`src/rtl/ecc_scrub_pkg.sv`:
```
`default_nettype none
// ============================================================================
// Module   : ecc_scrub_pkg
// Brief    : Shared types and helpers for the SECDED scrub controller.
// Revision : 1.0 - initial release
// ============================================================================
package ecc_scrub_pkg;

  localparam int CW_W = 16;

  typedef logic [3:0] syndrome_t;

  typedef enum logic [1:0] {
    ECC_CLEAN  = 2'd0,
    ECC_SINGLE = 2'd1,
    ECC_DOUBLE = 2'd2
  } ecc_class_e;

  typedef enum logic [2:0] {
    S_IDLE  = 3'd0,
    S_READ  = 3'd1,
    S_WAIT  = 3'd2,
    S_CHECK = 3'd3,
    S_WRITE = 3'd4,
    S_DONE  = 3'd5
  } scrub_state_e;

  // Hamming syndrome: XOR of the positions of every set bit.
  function automatic syndrome_t calc_syndrome(input logic [CW_W-1:0] word);
    syndrome_t s;
    s = '0;
    for (int i = 0; i < CW_W; i++) begin
      if (word[i]) s = s ^ syndrome_t'(i);
    end
    return s;
  endfunction

endpackage
`default_nettype wire

```
`src/rtl/secded16_classify.sv`:
```
`default_nettype none
// ============================================================================
// Module   : secded16_classify
// Brief    : Combinational SECDED classifier and single-bit corrector for one
//            16-bit codeword (bit 0 = overall parity, 1/2/4/8 = Hamming parity).
// Revision : 1.0 - initial release
// ============================================================================
module secded16_classify
  import ecc_scrub_pkg::*;
(
  input  logic [CW_W-1:0] i_word,
  output syndrome_t       o_syndrome,
  output ecc_class_e      o_class,
  output logic [CW_W-1:0] o_corrected
);

  syndrome_t w_syndrome;
  logic      w_parity;

  assign w_syndrome  = calc_syndrome(i_word);
  assign w_parity    = ^i_word;
  assign o_syndrome  = w_syndrome;
  // A zero syndrome with odd parity points at the overall parity bit itself.
  assign o_corrected = i_word ^ (CW_W'(1) << w_syndrome);

  always_comb begin
    o_class = ECC_CLEAN;
    if (w_parity) begin
      o_class = ECC_SINGLE;
    end else if (w_syndrome != '0) begin
      o_class = ECC_DOUBLE;
    end
  end

endmodule
`default_nettype wire

```
`src/rtl/ecc_scrubber.sv`:
```
`default_nettype none
// ============================================================================
// Module   : ecc_scrubber
// Brief    : Background scrub of a SECDED-protected SRAM. Define
//            ECC_SCRUB_WRITEBACK_EN to write corrected words back; otherwise
//            the scrub is detect-only.
// Revision : 1.0 - initial release
// ============================================================================
module ecc_scrubber
  import ecc_scrub_pkg::*;
#(
  parameter int DEPTH = 256,
  parameter int AW    = $clog2(DEPTH),
  parameter int CNT_W = 8
) (
  input  logic             clk,
  input  logic             rst,
  input  logic             start,
  output logic             mem_req,
  output logic             mem_we,
  output logic [AW-1:0]    mem_addr,
  output logic [CW_W-1:0]  mem_wdata,
  input  logic             mem_gnt,
  input  logic [CW_W-1:0]  mem_rdata,
  output logic             busy,
  output logic             done,
  output logic [CNT_W-1:0] sec_count,
  output logic [CNT_W-1:0] ded_count,
  output logic             ded_flag,
  output logic [AW-1:0]    ded_addr
);

  scrub_state_e     state_q, state_d;
  logic [AW-1:0]    addr_q, addr_d;
  logic [CW_W-1:0]  word_q, word_d;
  logic [CNT_W-1:0] sec_count_q, sec_count_d;
  logic [CNT_W-1:0] ded_count_q, ded_count_d;
  logic             ded_flag_q, ded_flag_d;
  logic [AW-1:0]    ded_addr_q, ded_addr_d;
  logic             mem_req_q, mem_req_d;
  logic             busy_q, busy_d;
  logic             done_q, done_d;
  logic             advance;

  syndrome_t        syndrome;
  ecc_class_e       cls;
  logic [CW_W-1:0]  corrected;
  logic             unused_cls;

  secded16_classify u_classify (
    .i_word      (word_q),
    .o_syndrome  (syndrome),
    .o_class     (cls),
    .o_corrected (corrected)
  );

`ifdef ECC_SCRUB_WRITEBACK_EN
  logic             mem_we_q, mem_we_d;
  logic [CW_W-1:0]  wdata_q, wdata_d;
  assign unused_cls = ^syndrome;
`else
  assign unused_cls = ^{syndrome, corrected};
`endif

  always_comb begin
    state_d     = state_q;
    addr_d      = addr_q;
    word_d      = word_q;
    sec_count_d = sec_count_q;
    ded_count_d = ded_count_q;
    ded_flag_d  = ded_flag_q;
    ded_addr_d  = ded_addr_q;
    advance     = 1'b0;
`ifdef ECC_SCRUB_WRITEBACK_EN
    wdata_d     = wdata_q;
`endif
    case (state_q)
      S_IDLE: begin
        if (start) begin
          state_d     = S_READ;
          addr_d      = '0;
          sec_count_d = '0;
          ded_count_d = '0;
          ded_flag_d  = 1'b0;
        end
      end
      S_READ: begin
        if (mem_gnt) state_d = S_WAIT;
      end
      S_WAIT: begin
        word_d  = mem_rdata;
        state_d = S_CHECK;
      end
      S_CHECK: begin
        case (cls)
          ECC_SINGLE: begin
            if (~&sec_count_q) sec_count_d = sec_count_q + CNT_W'(1);
`ifdef ECC_SCRUB_WRITEBACK_EN
            wdata_d = corrected;
            state_d = S_WRITE;
`else
            advance = 1'b1;
`endif
          end
          ECC_DOUBLE: begin
            if (~&ded_count_q) ded_count_d = ded_count_q + CNT_W'(1);
            ded_flag_d = 1'b1;
            ded_addr_d = addr_q;
            advance    = 1'b1;
          end
          default: advance = 1'b1;
        endcase
      end
`ifdef ECC_SCRUB_WRITEBACK_EN
      S_WRITE: begin
        if (mem_gnt) advance = 1'b1;
      end
`endif
      S_DONE:  state_d = S_IDLE;
      default: state_d = S_IDLE;
    endcase

    if (advance) begin
      if (addr_q == AW'(DEPTH - 1)) begin
        state_d = S_DONE;
      end else begin
        addr_d  = addr_q + AW'(1);
        state_d = S_READ;
      end
    end

    // Outputs follow the next state so they are registered alongside it.
    mem_req_d = (state_d == S_READ) || (state_d == S_WRITE);
    busy_d    = (state_d != S_IDLE);
    done_d    = (state_d == S_DONE);
`ifdef ECC_SCRUB_WRITEBACK_EN
    mem_we_d  = (state_d == S_WRITE);
`endif
  end

  always_ff @(posedge clk) begin
    if (rst) begin
      state_q     <= S_IDLE;
      addr_q      <= '0;
      word_q      <= '0;
      sec_count_q <= '0;
      ded_count_q <= '0;
      ded_flag_q  <= 1'b0;
      ded_addr_q  <= '0;
      mem_req_q   <= 1'b0;
      busy_q      <= 1'b0;
      done_q      <= 1'b0;
`ifdef ECC_SCRUB_WRITEBACK_EN
      mem_we_q    <= 1'b0;
      wdata_q     <= '0;
`endif
    end else begin
      state_q     <= state_d;
      addr_q      <= addr_d;
      word_q      <= word_d;
      sec_count_q <= sec_count_d;
      ded_count_q <= ded_count_d;
      ded_flag_q  <= ded_flag_d;
      ded_addr_q  <= ded_addr_d;
      mem_req_q   <= mem_req_d;
      busy_q      <= busy_d;
      done_q      <= done_d;
`ifdef ECC_SCRUB_WRITEBACK_EN
      mem_we_q    <= mem_we_d;
      wdata_q     <= wdata_d;
`endif
    end
  end

  assign mem_req   = mem_req_q;
  assign mem_addr  = addr_q;
  assign busy      = busy_q;
  assign done      = done_q;
  assign sec_count = sec_count_q;
  assign ded_count = ded_count_q;
  assign ded_flag  = ded_flag_q;
  assign ded_addr  = ded_addr_q;
`ifdef ECC_SCRUB_WRITEBACK_EN
  assign mem_we    = mem_we_q;
  assign mem_wdata = wdata_q;
`else
  assign mem_we    = 1'b0;
  assign mem_wdata = '0;
`endif

endmodule
`default_nettype wire

```
`config.mk`:
```
export PLATFORM = sky130hd
export DESIGN_NAME = ecc_scrubber
export DESIGN_NICKNAME = d
export VERILOG_FILES = /design/src/rtl/ecc_scrub_pkg.sv /design/src/rtl/secded16_classify.sv /design/src/rtl/ecc_scrubber.sv
export SDC_FILE = /design/constraint.sdc
export NUM_CORES = 1
export LEC_CHECK = 0
export ABC_AREA = 1
export BUFFER_PORTS_ARGS = -buffer_cell sky130_fd_sc_hd__buf_4
export CAP_MARGIN = 20
export CORE_UTILIZATION = 58
export DETAILED_ROUTE_END_ITERATION = 6
export PLACE_DENSITY_LB_ADDON = 0.3
export SYNTH_ARGS = -nofsm -noshare
export SYNTH_HDL_FRONTEND = slang
export SYNTH_SLANG_ARGS = --single-unit
```
`constraint.sdc`:
```
create_clock -name clk -period 4.4 [get_ports clk]
set_input_delay 0.66 -clock clk [delete_from_list [all_inputs] [get_ports clk]]
set_output_delay 0.66 -clock clk [all_outputs]
set_load 0.03 [all_outputs]
```
* Word-level counts from Yosys, hierarchy flattened
Index checks and enable logic that the tools add are counted. W data, S select, Z words.
Cells by class: add/subtract/negate cells 3, multipliers 0, div/mod/pow operators 0, magnitude comparators 0, equal/unequal tests 14, shifts and indexed selects 0, mux-type cells 37, bitwise operators 14, reductions and logical operators 12
Operators with widths (count):
- $mux W8 | 9
- $mux W4 | 8
- $pmux W8 S2 | 2
- $add A8 B1 Y8 const B | 3
- $mux W3 | 8
- $reduce_and A8 Y1 | 2
- $reduce_xor A16 Y1 | 1
- $not A2 Y2 | 6
- $not A3 Y3 | 4
- $pmux W3 S4 | 1
- $eq A8 B8 Y1 const B | 1
- $mux W2 | 4
- $ne A2 B2 Y1 const B | 4
- $reduce_and A4 Y1 | 2
- $eq A3 B1 Y1 const B | 2
- $eq A3 B2 Y1 const B | 2
- $eq A3 B3 Y1 const B | 2
- $mux W1 | 4
- $not A4 Y4 | 1
- $reduce_bool A4 Y1 | 1
- $logic_not A3 Y1 | 1
- $not A1 Y1 const A | 3
- $reduce_and A3 Y1 | 1
- $reduce_bool A3 Y1 | 1
- other kinds (7) | 7
Storage, ports and cells: bits in registers 55, bits in latches 0, bits in writable memories 0, ROM bits 0, input port bits 20, output and inout bits 53, word-level logic and storage cells 90, memories 0

* Logic depth before layout (Yosys ltp)
depth after elaboration 32, mapped depth 17, gate-level depth less buffers 17

* Modules after synthesis
Synthesis repeated with hierarchy kept, for this count alone.
Second synthesis, totals: cells, all modules 578, area, all modules 3797.4 um^2
Modules (own cells, without submodules):
- ecc_scrubber | instances 1, cells each 377, area an instance 2645.0 um^2, seq. area each 1101.1 um^2
- secded16_classify | instances 1, cells each 201, area an instance 1152.4 um^2, seq. area each 0.0 um^2

* Least setup slack after synthesis
Ideal clock, no wire load.
path type reg2reg, from register ded_count_q[1] (netlist: ded_count[1]), to register ded_count_q[3] (netlist: ded_count[3]), library setup time 0.070 ns, arrival time 1.745 ns, data required time 4.330 ns, slack 2.584 ns, cell stages (with the launch flop) 9, path buffers 0, clock period less this slack 1.816 ns, path through dfxtp_1 -> ha_1 -> nand3_1 -> nand3b_1 -> nor2_1 -> nand2_1 -> nand4_2 -> nand3_1 -> a21oi_1
Between the ends: cells in the longest elaborated chain, start to end 4, elaborated cells on any way between the ends 7, classes of those cells add/sub: 1; eq/ne: 1; mux: 3; reduce/logical: 2
RTL lines:
- start: declaration | RTL line ecc_scrubber.sv:37 | logic [CNT_W-1:0] ded_count_q, ded_count_d;
- start signal: assignment | RTL line ecc_scrubber.sv:162 | ded_count_q <= ded_count_d;
- $add A8 B1 Y8 | RTL line ecc_scrubber.sv:106 | if (~&ded_count_q) ded_count_d = ded_count_q + CNT_W'(1);
- $mux W8 | RTL line ecc_scrubber.sv:106
- $mux W8 | RTL line ecc_scrubber.sv:95 | case (cls)
- $pmux W8 S2 | RTL line ecc_scrubber.sv:77 | case (state_q)
Parallel ways exist; a longest one is shown, timed or not. The select of a mux whose other input is x is not followed. A chain may end at the register's enable or synchronous reset.

* Worst setup path in the final report
from register state_q[0], to register ded_addr_q[0] (netlist: ded_addr[0])
Between the ends: cells in the longest elaborated chain, start to end 2
RTL lines:
- start: declaration | RTL line ecc_scrubber.sv:33 | scrub_state_e state_q, state_d;
- start signal: assignment | RTL line ecc_scrubber.sv:158 | state_q <= state_d;
- $eq A3 B2 Y1 | RTL line ecc_scrubber.sv:77
- $reduce_and A2 Y1 (no source line)
- end signal: assignment | RTL line ecc_scrubber.sv:164 | ded_addr_q <= ded_addr_d;
- end: declaration | RTL line ecc_scrubber.sv:39 | logic [AW-1:0] ded_addr_q, ded_addr_d;
No other way between the ends.

==> tab_implementation.tex <==
\begin{tabular}{lr}
\hline
Metric & Value \\
\hline
\multicolumn{2}{l}{\textbf{STA}} \\
Final max-slew violation count & 0 \\
Worst slew margin relative to its limit & between 30 and 40\% \\
Number of failing hold endpoints at the final stage & 0 \\
Maximum clock rate & 461 MHz \\
Actual transition at the worst max-transition pin & 957 ps \\
Total negative setup slack & 0 ps \\
Setup repair after global routing missed its margin & false \\
Final min period & 2170 ps \\
Final setup violation count & 0 \\
Period utilisation layout & between 40\% and 50\% \\
Largest clock skew in the final design & roughly 14 ps \\
\multicolumn{2}{l}{\textbf{Placed design}} \\
Weighted congestion reported at the end of routability-driven placement & just under 0.9 \\
Placed cell count & $\sim$570 \\
Hpwl dp & $\sim$5.1 mm \\
Port Buffers & 55 \\
\multicolumn{2}{l}{\textbf{Finish}} \\
Fraction of layout instances using a drive strength above 1 & between 20\% and 30\% \\
Area growth from synthesis to final layout & 15.7\% \\
\# diodes & 0 \\
Post-layout nets & about 530 \\
Finished Layout Cells & $\sim$580 \\
Number of fillers in the final layout & 430 \\
\multicolumn{2}{l}{\textbf{Clock tree}} \\
Post-CTS Setup Bufs & 0 \\
Clock tree from TritonCTS & yes \\
Count of instances resized after the clock tree is built & 0 \\
CTS Buffer Depth & 2 \\
CTS clk-pin slew, worst paths & approximately 120 ps \\
Source-to-sink clock delay at the later pin of the worst-skew pair & 320 ps \\
Level count of the clock H-tree & 2 \\
Sinks on the clock net & 55 \\
Clock tree root buffer cell & clkbuf\_8 \\
Number of buffers added to fix hold violations after cts & 0 \\
Number of buffers added by the clock tree synthesis step & 5 \\
\multicolumn{2}{l}{\textbf{Drt}} \\
Router iterations before antenna repair & 4 \\
Wire per inst & around 12 um \\
Residual DRC count & 0 \\
Highest metal layer with signal wires & met4 \\
Detail Route met3 WL & between 200 and 300 um \\
Routed vias & approximately 3.0k \\
M1 wire length & roughly 3.1 mm \\
Average via count per standard cell & between 5 and 6 \\
Routed length on met2 & 3.36 mm \\
DRT antenna net count & 0 \\
Number of violations reported at the end of detailed-routing iteration 0 & about 170 \\
Total length of routed wires & approximately 7 mm \\
\multicolumn{2}{l}{\textbf{Power}} \\
Maximum resistive drop on vdd & 0.282 mV \\
Static leakage & 0.00172 uW \\
Design Power & 1800 uW \\
Power per cell area & between 400 and 500 mW/mm\^{}2 \\
\multicolumn{2}{l}{\textbf{GRT}} \\
Vias in the first global route & 2654 \\
Number of antenna violations at the first check in global routing & 0 \\
GR Util All Layers & approximately 24\% \\
First-pass GRT wire length & 11.6 mm \\
Sum of overflow across all layers after global routing & 0 \\
Maximum number of pins on one net before global-route repair & 35 \\
\multicolumn{2}{l}{\textbf{Run status}} \\
Run status & complete, no violations \\
\multicolumn{2}{l}{\textbf{Worst setup path}} \\
Cells on worst reg2reg path & 7 \\
Crit path DAT & roughly 2400 ps \\
Critical path endpoint category & flop \\
Critical path class & reg2reg \\
Required time worst endpoint & $\sim$4600 ps \\
Crit Path Max Fanout & 14 \\
CP startpoint kind & flop \\
\multicolumn{2}{l}{\textbf{Die}} \\
Num ports & between 70 and 80 \\
Chip width & 75.9 um \\
Die Ht & 75.9 um \\
Die outline area & about 0.0058 mm\^{}2 \\
FP Rows & 26 \\
Core footprint & 0.00517 mm\^{}2 \\
Initial cell density of the core & between 60\% and 70\% \\
\multicolumn{2}{l}{\textbf{Synthesis}} \\
Leading register cell type out of synthesis & dfxtp\_1 \\
Number of synthesized flops with an enable pin & 0 \\
Post-synthesis async set-or-reset flop share & 0\% \\
Distinct cells, synth & between 40 and 50 \\
Cell types occupying the most area after synthesis & dfxtp\_1 (35\%), nand2\_1 (13\%), nor2\_1 (5.4\%) \\
Seq/Total Area, Yosys & a little over a third \\
Avg Cell Area, Syn & 6.89 um\^{}2 \\
Synth Cell Area & approximately 0.0032 mm\^{}2 \\
Seq cells post-synth & between 50 and 60 \\
YS warnings & 0 \\
Share of the synthesized area in the top cell type & 34.7\% \\
Cell taking the most area after synthesis & dfxtp\_1 \\
Synthesized netlist cell count & between 400 and 500 \\
\multicolumn{2}{l}{\textbf{Run}} \\
Max-cap violation count & 0 \\
\multicolumn{2}{l}{\textbf{Min path}} \\
Hold/Removal Path Class & reg2reg \\
Worst Hold Path Cells & 2 \\
\hline
\end{tabular}
[metal layers]
layer	up-vias	GRT usage [%]
met3	9	4.10
met1	1322	29.0
li1	1556	-
met5	-	0
met4	0	6.92
met2	71	44.8
[cells in the final DEF (no fill, tap or decap), drive strengths merged, types with 3 or more instances in the layout]
cell | synthesis | final
nand2 | 128 | 128
dfxtp | 55 | 55
ha | 3 | 3
buf | 18 | 55
conb | 1 | 17
nand4 | 14 | 14
nor3 | 6 | 6
inv | 55 | 56
xor2 | 7 | 7
clkbuf | 9 | 5
nor2 | 60 | 60
nand3 | 22 | 22
a21oi | 35 | 35
o21ai | 31 | 31
[flip-flops by register name, summed over array words and instances (netlist names)]
signal	cells
busy	1
ded_addr	8
mem_addr	8
ded_count	8
word_q	16
ded_flag	1
mem_req	1
done	1
sec_count	8
state_q	3
[synthesized netlist by cell type (9+ instances only)]
| master | number |
|---|---|
| inv_2 | 14 |
| dfxtp_1 | 55 |
| o21ai_0 | 21 |
| nand2_1 | 109 |
| clkbuf_1 | 9 |
| nand3_1 | 21 |
| nor2_1 | 46 |
| a21oi_1 | 34 |
| o21ai_1 | 10 |
| nand2_2 | 14 |
| nand4_1 | 12 |
| buf_4 | 17 |
| inv_1 | 39 |
| nor2_2 | 9 |
[metrics by stage]
step	worst slack, ps	cell area [um^2]	utilization (%)	hold slack, ps
after CTS	2240	3670	70.9	488
after global placement	2320	3560	68.9	464
after global routing	2000	3670	70.9	510
final	2230	3670	70.9	484
after floorplan	2580	3230	-	444
after detailed placement	2270	3560	68.9	469
[power by group]
group,switching (uW),total (uW),internal (uW)
Sequential,48.1,600,552
Combinational,601,894,293
Clock,191,311,120
Total,839,1800,965
[critical path: stages, from the launching register on]
cell     delay (ps)
dfxtp_1         430
nand2_1          90
nor2_1          650
inv_1           370
nor2_8          270
inv_4           100
nor2_2           90
nor2_1           50
[path summary, 6_finish.rpt]
kind / from / to / slack, ps
worst max-delay path: state_q[0] / ded_addr[0] / 2230
worst min-delay path: word_q[12] / word_q[12] / 480
worst min register to register: word_q[12] / word_q[12] / 480
worst max register to register: state_q[0] / ded_addr[0] / 2230
[cell families (layout without fill, tap and decap cells)]
logic type,after synthesis,in the layout,share of synthesized area [%]
AOI/OAI and AO/OA,77,77,13.5
adders and majority gates,3,3,1.18
other,1,17,0.118
DFF,55,55,34.7
and+or+nand+nor,233,233,36.0
buffers and inverters,82,118,12.0
xor gates and xnor gates,9,9,2.49
[layout make-up]
| class | instances | area [um^2] | area share (%) |
|---|---|---|---|
| Multi-Input combinational cell | 339 | 1750 | 47.7 |
| Sequential cell | 55 | 1100 | 30.0 |
| Timing Repair Buffer | 55 | 413 | 11.3 |
| Inverter | 55 | 214 | 5.83 |
| Tap cell | 70 | 87.6 | 2.39 |
| Clock buffer | 5 | 68.8 | 1.88 |
| Clock inverter | 3 | 33.8 | 0.921 |
Note: power is estimated with default switching activity, not from simulation.
